$ cat src/rtl/rvc_fetch_align_pkg.sv
// rtl/rvc_fetch_align_pkg.sv - shared fetch state encoding, NOP and RVC length test
package rvc_fetch_align_pkg;

    typedef enum logic [1:0] {
        ST_IDLE   = 2'd0,
        ST_FIRST  = 2'd1,
        ST_SECOND = 2'd2
    } fetch_state_e;

    localparam logic [31:0] DEFAULT_NOP_INST = 32'h0000_0013;

    // A parcel is compressed unless its two lsbs are both set
    function automatic logic is_rvc(input logic [1:0] lsb);
        return lsb != 2'b11;
    endfunction

endpackage

$ cat src/rtl/rvc_fetch_align.sv
// rtl/rvc_fetch_align.sv - halfword-aligned fetch with one-word line buffer and straddle handling
module rvc_fetch_align
    import rvc_fetch_align_pkg::*;
#(
    parameter logic [31:0] NOP_INST = DEFAULT_NOP_INST
) (
    input  logic        clk,
    input  logic        rst_n,
    input  logic        fetch_en,
    input  logic [31:0] fetch_pc,
    input  logic        flush,
    output logic        core_stall,
    output logic [31:0] inst,
    output logic        inst_is_c,
    output logic        ic_read,
    output logic [29:0] ic_addr,
    input  logic [31:0] ic_rdata,
    input  logic        ic_stall
);

    fetch_state_e state, state_nxt;

    logic        buf_valid;
    logic [29:0] buf_addr;
    logic [31:0] buf_data;
    logic [15:0] hold_lo;

    logic [29:0] pc_word;
    logic        hit;
    logic [31:0] word_src;
    logic        src_avail;
    logic [15:0] half;
    logic        half_is_c;
    logic        save_hold;
    logic        accept;

    assign pc_word   = fetch_pc[31:2];
    // flush must kill a hit in the same cycle so stale code is never issued
    assign hit       = buf_valid & ~flush & (buf_addr == pc_word);
    assign word_src  = hit ? buf_data : ic_rdata;
    assign src_avail = hit | ~ic_stall;
    assign half      = fetch_pc[1] ? word_src[31:16] : word_src[15:0];
    assign half_is_c = is_rvc(half[1:0]);
    assign accept    = ic_read & ~ic_stall;

    // Fetch sequencing and output selection
    always_comb begin
        state_nxt  = state;
        core_stall = 1'b1;
        inst       = NOP_INST;
        inst_is_c  = 1'b0;
        ic_read    = 1'b0;
        ic_addr    = '0;
        save_hold  = 1'b0;
        case (state)
            ST_IDLE: begin
                state_nxt = ST_FIRST;
            end
            ST_FIRST: begin
                if (!fetch_en) begin
                    core_stall = 1'b0;
                end else begin
                    ic_read = ~hit;
                    ic_addr = pc_word;
                    if (src_avail) begin
                        if (fetch_pc[1] && !half_is_c) begin
                            // 32-bit instruction crosses into the next word
                            save_hold = 1'b1;
                            state_nxt = ST_SECOND;
                        end else begin
                            core_stall = 1'b0;
                            inst_is_c  = half_is_c;
                            if (!fetch_pc[1] && !half_is_c) begin
                                inst = word_src;
                            end else begin
                                inst = {16'b0, half};
                            end
                        end
                    end
                end
            end
            ST_SECOND: begin
                // Upper half always comes from the cache, never the buffer
                ic_read = 1'b1;
                ic_addr = pc_word + 30'd1;
                if (!ic_stall) begin
                    core_stall = 1'b0;
                    inst       = {ic_rdata[15:0], hold_lo};
                    state_nxt  = ST_FIRST;
                end
            end
            default: begin
                state_nxt = ST_IDLE;
            end
        endcase
    end

    // State register
    always_ff @(posedge clk or negedge rst_n) begin
        if (!rst_n) begin
            state <= ST_IDLE;
        end else begin
            state <= state_nxt;
        end
    end

    // Line buffer: a fresh cache word wins over a same-cycle flush
    always_ff @(posedge clk or negedge rst_n) begin
        if (!rst_n) begin
            buf_valid <= 1'b0;
            buf_addr  <= '0;
            buf_data  <= '0;
        end else if (accept) begin
            buf_valid <= 1'b1;
            buf_addr  <= ic_addr;
            buf_data  <= ic_rdata;
        end else if (flush) begin
            buf_valid <= 1'b0;
        end
    end

    // Low half of a straddling instruction, captured on leaving FIRST
    always_ff @(posedge clk or negedge rst_n) begin
        if (!rst_n) begin
            hold_lo <= '0;
        end else if (save_hold) begin
            hold_lo <= half;
        end
    end

endmodule

$ cat config.mk
export PLATFORM = sky130hd
export DESIGN_NAME = rvc_fetch_align
export DESIGN_NICKNAME = d
export VERILOG_FILES = /design/src/rtl/rvc_fetch_align_pkg.sv /design/src/rtl/rvc_fetch_align.sv
export SDC_FILE = /design/constraint.sdc
export NUM_CORES = 1
export LEC_CHECK = 0
export ABC_CLOCK_PERIOD_IN_PS = 5240
export CAP_MARGIN = 20
export CORE_AREA = 2 2 110 112
export CTS_CLUSTER_SIZE = 30
export DETAILED_ROUTE_END_ITERATION = 10
export DIE_AREA = 0 0 112 114
export GPL_TIMING_DRIVEN = 0
export PLACE_DENSITY = 0.89
export RECOVER_POWER = 50
export SYNTH_ARGS = -nofsm -noshare
export SYNTH_HDL_FRONTEND = slang
export SYNTH_SLANG_ARGS = --single-unit
export TNS_END_PERCENT = 20
$ cat constraint.sdc
create_clock -name clk -period 5.24 [get_ports clk]
set_input_delay 1.572 -clock clk [delete_from_list [all_inputs] [get_ports clk]]
set_output_delay 1.572 -clock clk [all_outputs]
set_load 0.03 [all_outputs]
==> results of run 1 <==
[Yosys cell counts (4+ instances only)]
library cell and instances:
dfrtp_1 81, mux2_2 63, nand2_1 40, xor2_1 37, mux2i_1 28, a22o_1 24, o21ai_0 24, nor4_1 21
clkbuf_1 19, inv_1 18, and2_1 17, buf_2 14, xnor2_1 14, nand3_1 13, nand4_1 13, nor2b_1 13
a22oi_1 11, nor2_1 11, mux4_1 9, mux4_2 7, a21oi_1 6, and4_1 5, ha_1 5, nor3_1 5
o211ai_1 4, o21a_1 4
[final cells by class]
cell class | count | area share [%]
multi-input combinational | 413 | 47.57
timing repair buffer | 155 | 17.50
clock inverter | 6 | 0.6095
inverter | 18 | 0.8439
clock buffer | 10 | 2.985
buffer | 36 | 2.875
sequential | 81 | 25.32
tap | 147 | 2.297
[power by group]
group | total, mW | internal, mW | switching, mW
Clock | 0.621 | 0.340 | 0.280
Combinational | 1.26 | 0.592 | 0.671
Sequential | 1.12 | 0.899 | 0.222
[layout by cell type, fill, tap and decap left out, types with 5 or more instances in the layout]
cell type and count:
xor2_2 20, mux2i_1 28, buf_4 35, a22o_1 24, buf_2 34, nor4_1 13, dfrtp_1 81, xor2_4 5
clkbuf_1 15, o21ai_1 9, mux2_2 63, nor4_2 7, and4_1 5, clkbuf_16 9, nor2_1 11, buf_12 8
inv_1 18, xor2_1 12, xnor2_1 14, nand3_1 12, mux4_2 12, a22oi_1 11, clkdlybuf4s50_1 41, dlygate4sd2_1 10
nand2_1 40, buf_6 23, a21oi_1 5, o21ai_0 15, nand4_1 13, nor2b_1 13, and2_1 16, clkbuf_2 10
[metal layers]
metal / global-route usage [%] / part of all wire (%)
met1: 38.28 / 38
met2: 51.88 / 50
met3: 5.739 / 9.3
met4: 12.85 / 3.2
met5: 0 / 0
[per-stage QoR]
stage	TNS [ps]	std cells	power [mW]
finish	-3254	866	3.004
global route	-5006	866	3.141
global placement	-88470	823	2.175
CTS	-1390	859	2.936
floorplan	-1037	551	1.802
detailed placement	-61410	825	2.248
[state kept, by name (all words and copies together), names as in the netlist]
register and cells:
state 2, hold_lo 16, buf_data 32, buf_addr 30, buf_valid 1
[critical path, delay by kind of cell]
family	cells	cell delay (ps)
buffers and inverters	4	560
multiplexers	1	510
XOR/XNOR	1	170
AO/OA/AOI/OAI	1	250
AND/OR/NAND/NOR	3	840
[worst max path at each step]
stage,from,to,slack (ps),cells after the start
5_1_grt,fetch_pc[9],inst[5],-300,10
4_1_cts,fetch_pc[29],inst[15],-140,10
3_5_place_dp,fetch_pc[15],inst[23],-1420,9
2_1_floorplan,fetch_pc[13],inst[20],-140,8
6_report,fetch_pc[9],inst[5],-250,10
3_3_place_gp,fetch_pc[4],inst_is_c,-1380,9
[logic make-up (layout without fill, tap and decap cells)]
logic type	Yosys count	count (layout)	synth area share (%)
and+or+nand+nor	155	155	14.86
muxes	110	110	24.66
buffers and inverters	57	225	4.548
xor gates and xnor gates	51	51	7.769
DFF	81	81	35.26
AOI/OAI and AO/OA	92	92	11.82
adders and majority gates	5	5	1.088
[timing repair]
action,4_1_cts,5_1_grt
gates resized for setup,398,94
buffers inserted,20,7
cloned,1,0
setup endpoints to repair,65,50
pin swaps,37,16
==> results.tsv, run 1 <==
metric	value	unit
relative slew slack	-7.171	%
die width	112	µm
first-pass GRT wire length	30130	µm
Post-Route Utilization	68.37	%
vias after detailed routing	5522	
Tmin final	5494	ps
ANT cells	0	
PwrDens	375.2	mW/mm²
CP Cell Sequence	buf_2 -> xor2_1 -> nor4_1 -> and4_1 -> buf_6 -> and2_4 -> buf_12 -> mux4_2 -> a22o_1 -> buf_6	
hold endpoint	hold_lo[1]	
CTS tree	done	
DP Worst Slack	-1416	ps
Post-Syn Area	0.005749	mm²
Least-Margin Pin Slew	1608	ps
area of the core	0.01171	mm²
clk_lat worst skew	340	ps
total wire length	19620	µm
Register Area	0.002027	mm²
synthesis-to-layout area growth	39.26	%
Congestion Overflow GR	0	
RSZ-0062 raised after global routing	true	
asr flop ratio synth	100.0	%
Final Wtd Congestion	0.9607	
WP data required	3670	ps
RR Startpoint	buf_addr[26]	
CTS Buf Count	9	
setup violators final	28	
antenna viol nets, final	0	
Worst-path clk slew	70	ps
peak per-stage delay on the critical path	510	ps
die area	0.01277	mm²
Hold Crit Depth	1	
# rows	40	
Tcrit/Tclk final	104.9	%
hpwl dp	13320	µm
Layout Skew	5.542	ps
via density per instance	6.376	
Max Fclk	182.0	MHz
Worst Hold Slack	496.8	ps
Synth area leader	dfrtp_1	
status	complete, but fails checks	
capturing point of the worst reg2reg path	buf_data[0]	
post-synth top area share	35.26	%
syn_nets	625	
Post-CTS Hold Buffers	0	
EDFF count, synth	0	
fin nets	788	
Hold Startpoint	hold_lo[1]	
Final Cell Area	0.008006	mm²
crit start category	primary input	
worst-case reg-to-reg path depth	8	
Fill cells	858	
failing checks	capacitance limit, slew limit, setup timing	
slowest CP cell	mux4_2	
io pins	134	
drt pass-1 iters	5	
layout cells sized above 1	36.58	%
vias in the first global route	5658	
Critical Path Fanout Max	6	
Max Cap Violations	1	
class of the worst hold path	reg2reg	
Netlist cell types	58	
deepest clock path buffer count	2	
Synth area leaders	dfrtp_1 35%, mux2_2 12%, xor2_1 5.6%	
Initial Utilization	49.09	%
P_leak	3.466	nW
largest net degree at the start of global routing	54	
final setup margin	-254.4	ps
Reg2Reg Setup Slack	2030	ps
IO Port Bufs	125	
per-cell routed wire length	22.65	µm
Critical Path AT	3920	ps
die height	114	µm
DRC errors left	0	
Clock Sinks	81	
initial drt markers	590	
Worst setup EP type	output pin	
Gate Count Post-Synth	551	
Ys Warns	0	
mean post-synth cell area	10.43	µm²
gr usage total	30.41	%
Crit path top cell by count	buf_6	
type of the worst setup path	in2out	
initial antenna violation count	0	
clk root buf	clkbuf_16	
max-slew violations	30	
Post-DP Area	0.007214	mm²
final hold vios	0	
multi-input logic area	0.003809	mm²
sequential fraction of the synthesis area	35.26	%
ys flop type	dfrtp_1	
Worst VDD drop	0.2092	mV
CTS H-tree lvls	3	
post-synthesis sequential element count	81	
Note: power is estimated with default switching activity, not from simulation.
==> inputs of run 2 (changes only) <==
--- a/config.mk
+++ b/config.mk
@@ -14,6 +14,7 @@
 export GPL_TIMING_DRIVEN = 0
 export PLACE_DENSITY = 0.89
 export RECOVER_POWER = 50
+export SKIP_CTS_REPAIR_TIMING = 1
 export SYNTH_ARGS = -nofsm -noshare
 export SYNTH_HDL_FRONTEND = slang
 export SYNTH_SLANG_ARGS = --single-unit
==> results.tsv, run 2 (synthesized netlist as in run 1, its figures left out) <==
metric	value	unit	change
initial drt markers	503		-15%
io pins	134		unchanged
antenna viol nets, final	0		unchanged
Critical Path AT	3880	ps	-40 ps
synthesis-to-layout area growth	38.80	%	
peak per-stage delay on the critical path	510	ps	about the same
PwrDens	375.2	mW/mm²	about the same
class of the worst hold path	reg2reg		
drt pass-1 iters	6		+1
per-cell routed wire length	22.34	µm	-1.4%
CP Cell Sequence	buf_6 -> xor2_4 -> nor4_2 -> and4_1 -> buf_6 -> and2_4 -> buf_12 -> mux4_2 -> a22o_1 -> buf_6		
total wire length	19150	µm	-2.4%
Worst Hold Slack	497.8	ps	+1.021 ps
Worst setup EP type	output pin		
max-slew violations	30		unchanged
Seq pwr share	37.7	%	+0.4 points
Worst VDD drop	0.2043	mV	-2.4%
failing checks	capacitance limit, slew limit, setup timing		
DRC errors left	0		unchanged
max reg flops	32		unchanged
Int Power	1.825	mW	-0.30%
status	complete, but fails checks		
sw frac	39.04	%	about the same
CTS tree	done		
die height	114	µm	unchanged
Largest regs	buf_data: 32 flops, buf_addr: 30 flops, hold_lo: 16 flops		
CTS Buf Count	9		unchanged
largest net degree at the start of global routing	54		unchanged
delay-heaviest family, CP	simple AND/OR/NAND/NOR gates		
clk root buf	clkbuf_16		
initial antenna violation count	0		unchanged
layout cells sized above 1	34.65	%	-1.9 points
Congestion Overflow GR	0		unchanged
deepest clock path buffer count	2		unchanged
die area	0.01277	mm²	unchanged
WP data required	3670	ps	about the same
CP bufs+invs	4		unchanged
Final Cell Area	0.007980	mm²	-0.33%
commonest non-fill, non-tap cells in the layout	81 x dfrtp_1, 63 x mux2_2, 40 x nand2_1, 40 x clkdlybuf4s50_1, 38 x buf_4		
Tcrit/Tclk final	104.1	%	-0.75 points
Fill cells	873		+1.7%
Least-Margin Pin Slew	1600	ps	-7.230 ps
Crit path top cell by count	buf_6		
Tmin final	5455	ps	-39.30 ps
first-pass GRT wire length	28620	µm	-5.0%
setup violators final	33		+18%
Final Wtd Congestion	0.9607		unchanged
die width	112	µm	unchanged
Max Fclk	183.3	MHz	+0.72%
crit start category	primary input		
area of the core	0.01171	mm²	unchanged
clk_lat worst skew	340	ps	about the same
switching pwr	1.169	mW	-0.33%
Initial Utilization	49.09	%	unchanged
Critical Path Fanout Max	8		+2
hpwl dp	13320	µm	unchanged
ANT cells	0		unchanged
fin nets	779		-1.1%
vias in the first global route	5424		-4.1%
type of the worst setup path	in2out		
Logic pwr share	41.6	%	-0.4 points
vias after detailed routing	5463		-1.1%
RSZ-0062 raised after global routing	true		
Clock Sinks	81		unchanged
CTS H-tree lvls	3		unchanged
slowest CP cell	mux4_2		
P_leak	3.765	nW	+8.6%
commonest non-fill, non-tap cell in the layout	dfrtp_1		
relative slew slack	-6.689	%	+0.48 points
Layout Skew	6.652	ps	+1.110 ps
IO Port Bufs	125		unchanged
via density per instance	6.375		about the same
final setup margin	-215.1	ps	+39.30 ps
Post-DP Area	0.007214	mm²	unchanged
final hold vios	0		unchanged
Biggest register	buf_data		
Max Cap Violations	1		unchanged
gr usage total	28.68	%	-1.7 points
# rows	40		unchanged
Post-Route Utilization	68.14	%	-0.22 points
Clock power frac	20.7	%	about the same
Worst-path clk slew	70	ps	about the same
## run 2: cell types whose count changed in the layout (fill, tap and decap cells not counted), moves of 4 or more
cell | previous run | this run
buf_2 | 34 | 27
clkdlybuf4s15_2 | 4 | 0
xor2_4 | 5 | 10
dlygate4sd2_1 | 10 | 0
dlymetal6s2s_1 | 1 | 26
buf_6 | 23 | 14
buf_12 | 8 | 2
clkbuf_2 | 10 | 16
## run 2: cell type report
class	instances	area [µm²]	area share [%]
plain buffers	36	220.2	2.759
clock buffers	10	239.0	2.995
clock inverters	6	48.80	0.6115
inverters	18	67.56	0.8467
multi-input cells	413	3900	48.87
flip-flops and latches	81	2027	25.40
well taps	147	183.9	2.305
repair buffers	146	1294	16.21
## run 2: power groups by stage
stage                     Sequential [mW]  Combinational (mW)  Clock (mW)
after global routing                 1.16                1.32       0.649
after global placement               1.05                1.13           0
final                                1.13                1.25       0.620
after CTS                            1.07                1.18       0.622
after detailed placement             1.08                1.17           0
after floorplan                      1.02               0.780           0
## run 2: layer usage
layer  vias to the layer above  global-route usage [%]  wire (µm)
li1                       2346                       -          -
met1                      2732                   37.22       7415
met2                       327                   48.40       9600
met3                        58                   5.154       1599
met4                         0                   10.81        532
met5                         -                       0          0
## run 2: worst reg2reg max path, stage by stage, from the launching register on
cell and delay (ps):
dfrtp_1 440, xor2_4 210, nor4_2 310, and4_1 290, buf_6 120, buf_4 130
nand3_2 100, a21oi_2 430, buf_2 340, mux2_2 380
## run 2: path summary, 6_finish.rpt
| kind | startpoint | endpoint | slack (ps) | cells after the start |
|---|---|---|---|---|
| setup / recovery | fetch_pc[7] | inst[15] | -220 | 10 |
| hold / removal | hold_lo[1] | hold_lo[1] | 500 | 1 |
| setup reg to reg | buf_addr[10] | hold_lo[14] | 2390 | 9 |
| hold reg to reg | hold_lo[1] | hold_lo[1] | 500 | 1 |
| max in group asynchronous | rst_n | buf_data[10] | 1490 | 2 |
| min in group asynchronous | rst_n | buf_addr[3] | 1620 | 1 |
## run 2: per-stage QoR
stage,setup TNS (ps),worst slack (ps),instances,power (mW)
after floorplan,-1037,-142.1,551,1.802
after global placement,-88470,-1379,823,2.175
after detailed placement,-61410,-1416,825,2.248
after CTS,-62300,-1425,841,2.873
after global routing,-6076,-303.4,857,3.135
final,-3139,-215.1,857,2.994
==> inputs of run 3 (changes only) <==
--- a/config.mk
+++ b/config.mk
@@ -5,12 +5,13 @@
 export SDC_FILE = /design/constraint.sdc
 export NUM_CORES = 1
 export LEC_CHECK = 0
+export ABC_AREA = 1
 export ABC_CLOCK_PERIOD_IN_PS = 5240
 export CAP_MARGIN = 20
-export CORE_AREA = 2 2 110 112
+export CORE_AREA = 2 2 113 115
 export CTS_CLUSTER_SIZE = 30
 export DETAILED_ROUTE_END_ITERATION = 10
-export DIE_AREA = 0 0 112 114
+export DIE_AREA = 0 0 115 117
 export GPL_TIMING_DRIVEN = 0
 export PLACE_DENSITY = 0.89
 export RECOVER_POWER = 50
==> results.tsv, run 3 <==
metric	value	unit	change
deepest clock path buffer count	2		unchanged
final hold vios	0		unchanged
final setup margin	-187.8	ps	+27.23 ps
asr flop ratio synth	100.0	%	unchanged
max-slew violations	58		+93%
Worst VDD drop	0.2080	mV	+1.8%
PwrDens	352.3	mW/mm²	-6.1%
CTS Buf Count	9		unchanged
Worst Hold Slack	478.4	ps	-19.41 ps
layout cells sized above 1	21.95	%	-13 points
io pins	134		unchanged
largest net degree at the start of global routing	58		+7.4%
ANT cells	0		unchanged
antenna viol nets, final	0		unchanged
post-synthesis sequential element count	81		unchanged
initial antenna violation count	0		unchanged
clk_lat worst skew	360	ps	+20 ps
via density per instance	5.886		-7.7%
IO Port Bufs	129		+3.2%
DP Worst Slack	-1409	ps	+7.230 ps
vias in the first global route	6887		+27%
Congestion Overflow GR	0		unchanged
commonest non-fill, non-tap cells in the layout	358 x nand2_1, 120 x inv_1, 89 x o21ai_0		
ys flop type	dfrtp_1		
class of the worst hold path	reg2reg		
Worst setup EP type	output pin		
area of the core	0.01231	mm²	+5.1%
CTS H-tree lvls	3		unchanged
die height	117	µm	+2.6%
Tmin final	5428	ps	-27.23 ps
Synth area leaders	dfrtp_1 33%, nand2_1 23%, o21ai_0 8.0%		
Synth area leader	dfrtp_1		
syn_nets	1102		+76%
most frequent cell after synthesis	nand2_1		
failing checks	capacitance limit, slew limit, setup timing		
Least-Margin Pin Slew	1516	ps	-84.83 ps
total wire length	25310	µm	+32%
# rows	41		+2.5%
drt pass-1 iters	9		+3
multi-input logic area	0.003975	mm²	+1.9%
Max Fclk	184.2	MHz	+0.50%
commonest non-fill, non-tap cell in the layout	nand2_1		
Ys Warns	0		unchanged
Tcrit/Tclk final	103.6	%	-0.52 points
initial drt markers	1214		+140%
die area	0.01346	mm²	+5.4%
Critical Path AT	3860	ps	-20 ps
gr usage total	35.24	%	+6.6 points
first-pass GRT wire length	35850	µm	+25%
WP data required	3670	ps	about the same
relative slew slack	-1.034	%	+5.7 points
Worst-path clk slew	60	ps	about the same
top post-synthesis cells by count	387 x nand2_1, 123 x inv_1, 100 x o21ai_0, 81 x dfrtp_1, 66 x nor2_1		
crit start category	primary input		
Netlist cell types	41		-29%
RSZ-0062 raised after global routing	true		
Clock Sinks	81		unchanged
status	complete, but fails checks		
type of the worst setup path	in2out		
Initial Utilization	50.51	%	+1.4 points
Final Wtd Congestion	0.9915		+3.2%
Max Cap Violations	1		unchanged
post-synth top area share	32.60	%	-2.7 points
fin nets	1267		+63%
EDFF count, synth	0		unchanged
Gate Count Post-Synth	1028		+87%
die width	115	µm	+2.7%
synthesis-to-layout area growth	39.96	%	
Biggest register	buf_data		
hpwl dp	17870	µm	+34%
mean post-synth cell area	6.049	µm²	-42%
per-cell routed wire length	18.77	µm	-16%
max reg flops	32		unchanged
Critical Path Fanout Max	8		unchanged
CTS tree	done		
Fill cells	1024		+17%
Post-Syn Area	0.006218	mm²	+8.2%
DRC errors left	0		unchanged
vias after detailed routing	7934		+45%
Largest regs	buf_data: 32 flops, buf_addr: 30 flops, hold_lo: 16 flops		
clk root buf	clkbuf_16		
setup violators final	29		-12%
Register Area	0.002027	mm²	unchanged
Layout Skew	8.881	ps	+2.229 ps
P_leak	4.502	nW	+20%
sequential fraction of the synthesis area	32.60	%	-2.7 points
run 3: cell type report:
cell class                 count  area share, %
multi-input combinational    759          45.67
buffer                        42          2.501
inverter                     146          6.397
sequential                    81          23.29
tap                          150          2.156
timing repair buffer         154          16.22
clock buffer                  11          2.789
clock inverter                 5         0.9776
run 3: kinds of logic (layout without fill, tap and decap cells):
kind of cell / after synthesis / in the layout / share of synthesized area [%]
xor gates and xnor gates: 13 / 13 / 1.831
DFF: 81 / 81 / 32.60
and+or+nand+nor: 559 / 559 / 37.40
AOI/OAI and AO/OA: 182 / 182 / 15.31
buffers and inverters: 188 / 358 / 11.85
adders and majority gates: 5 / 5 / 1.006
run 3: worst paths after layout:
kind	start	to	slack [ps]	cells past startpoint
setup / recovery	fetch_pc[21]	inst[30]	-190	16
hold / removal	hold_lo[1]	hold_lo[1]	480	2
setup reg to reg	state[0]	buf_addr[14]	1860	10
hold reg to reg	hold_lo[1]	hold_lo[1]	480	2
max in group asynchronous	rst_n	state[0]	1530	2
min in group asynchronous	rst_n	buf_addr[18]	1530	1
run 3: metal layers:
| metal | up-vias | part of all wire [%] | global-route usage, % |
|---|---|---|---|
| li1 | 3558 | - | - |
| met1 | 3631 | 39 | 48.11 |
| met2 | 619 | 45 | 54.82 |
| met3 | 126 | 12 | 8.239 |
| met4 | 0 | 4.1 | 13.17 |
| met5 | - | 0 | 0 |
run 3: critical path, cell delays in order:
cell,delay [ps]
buf_2,150
xnor2_2,200
nand2_1,90
nor2_2,160
nand2_2,90
nor2_4,170
nand2_4,120
nand2_1,140
nand3_2,140
nand2_4,150
nand2_4,80
nor2_8,210
clkbuf_16,190
nand2_2,50
a21oi_1,140
buf_4,180
run 3: through the flow:
step | setup TNS (ps) | std cells | instance area, µm² | total power [mW] | util, %
finish | -2819 | 1348 | 8703 | 3.066 | 70.69
global route | -6184 | 1348 | 8703 | 3.204 | 70.69
CTS | -60230 | 1324 | 8050 | 2.907 | 65.39
detailed placement | -57720 | 1308 | 7722 | 2.184 | 62.72
global placement | -98160 | 1307 | 7697 | 2.148 | 62.52
floorplan | 0 | 1028 | 6218 | 1.708 | -
run 3: where the power goes:
part / switching [mW] / total [mW] / internal, mW
Combinational: 0.874 / 1.31 / 0.433
Sequential: 0.165 / 1.03 / 0.866
Clock: 0.293 / 0.728 / 0.435
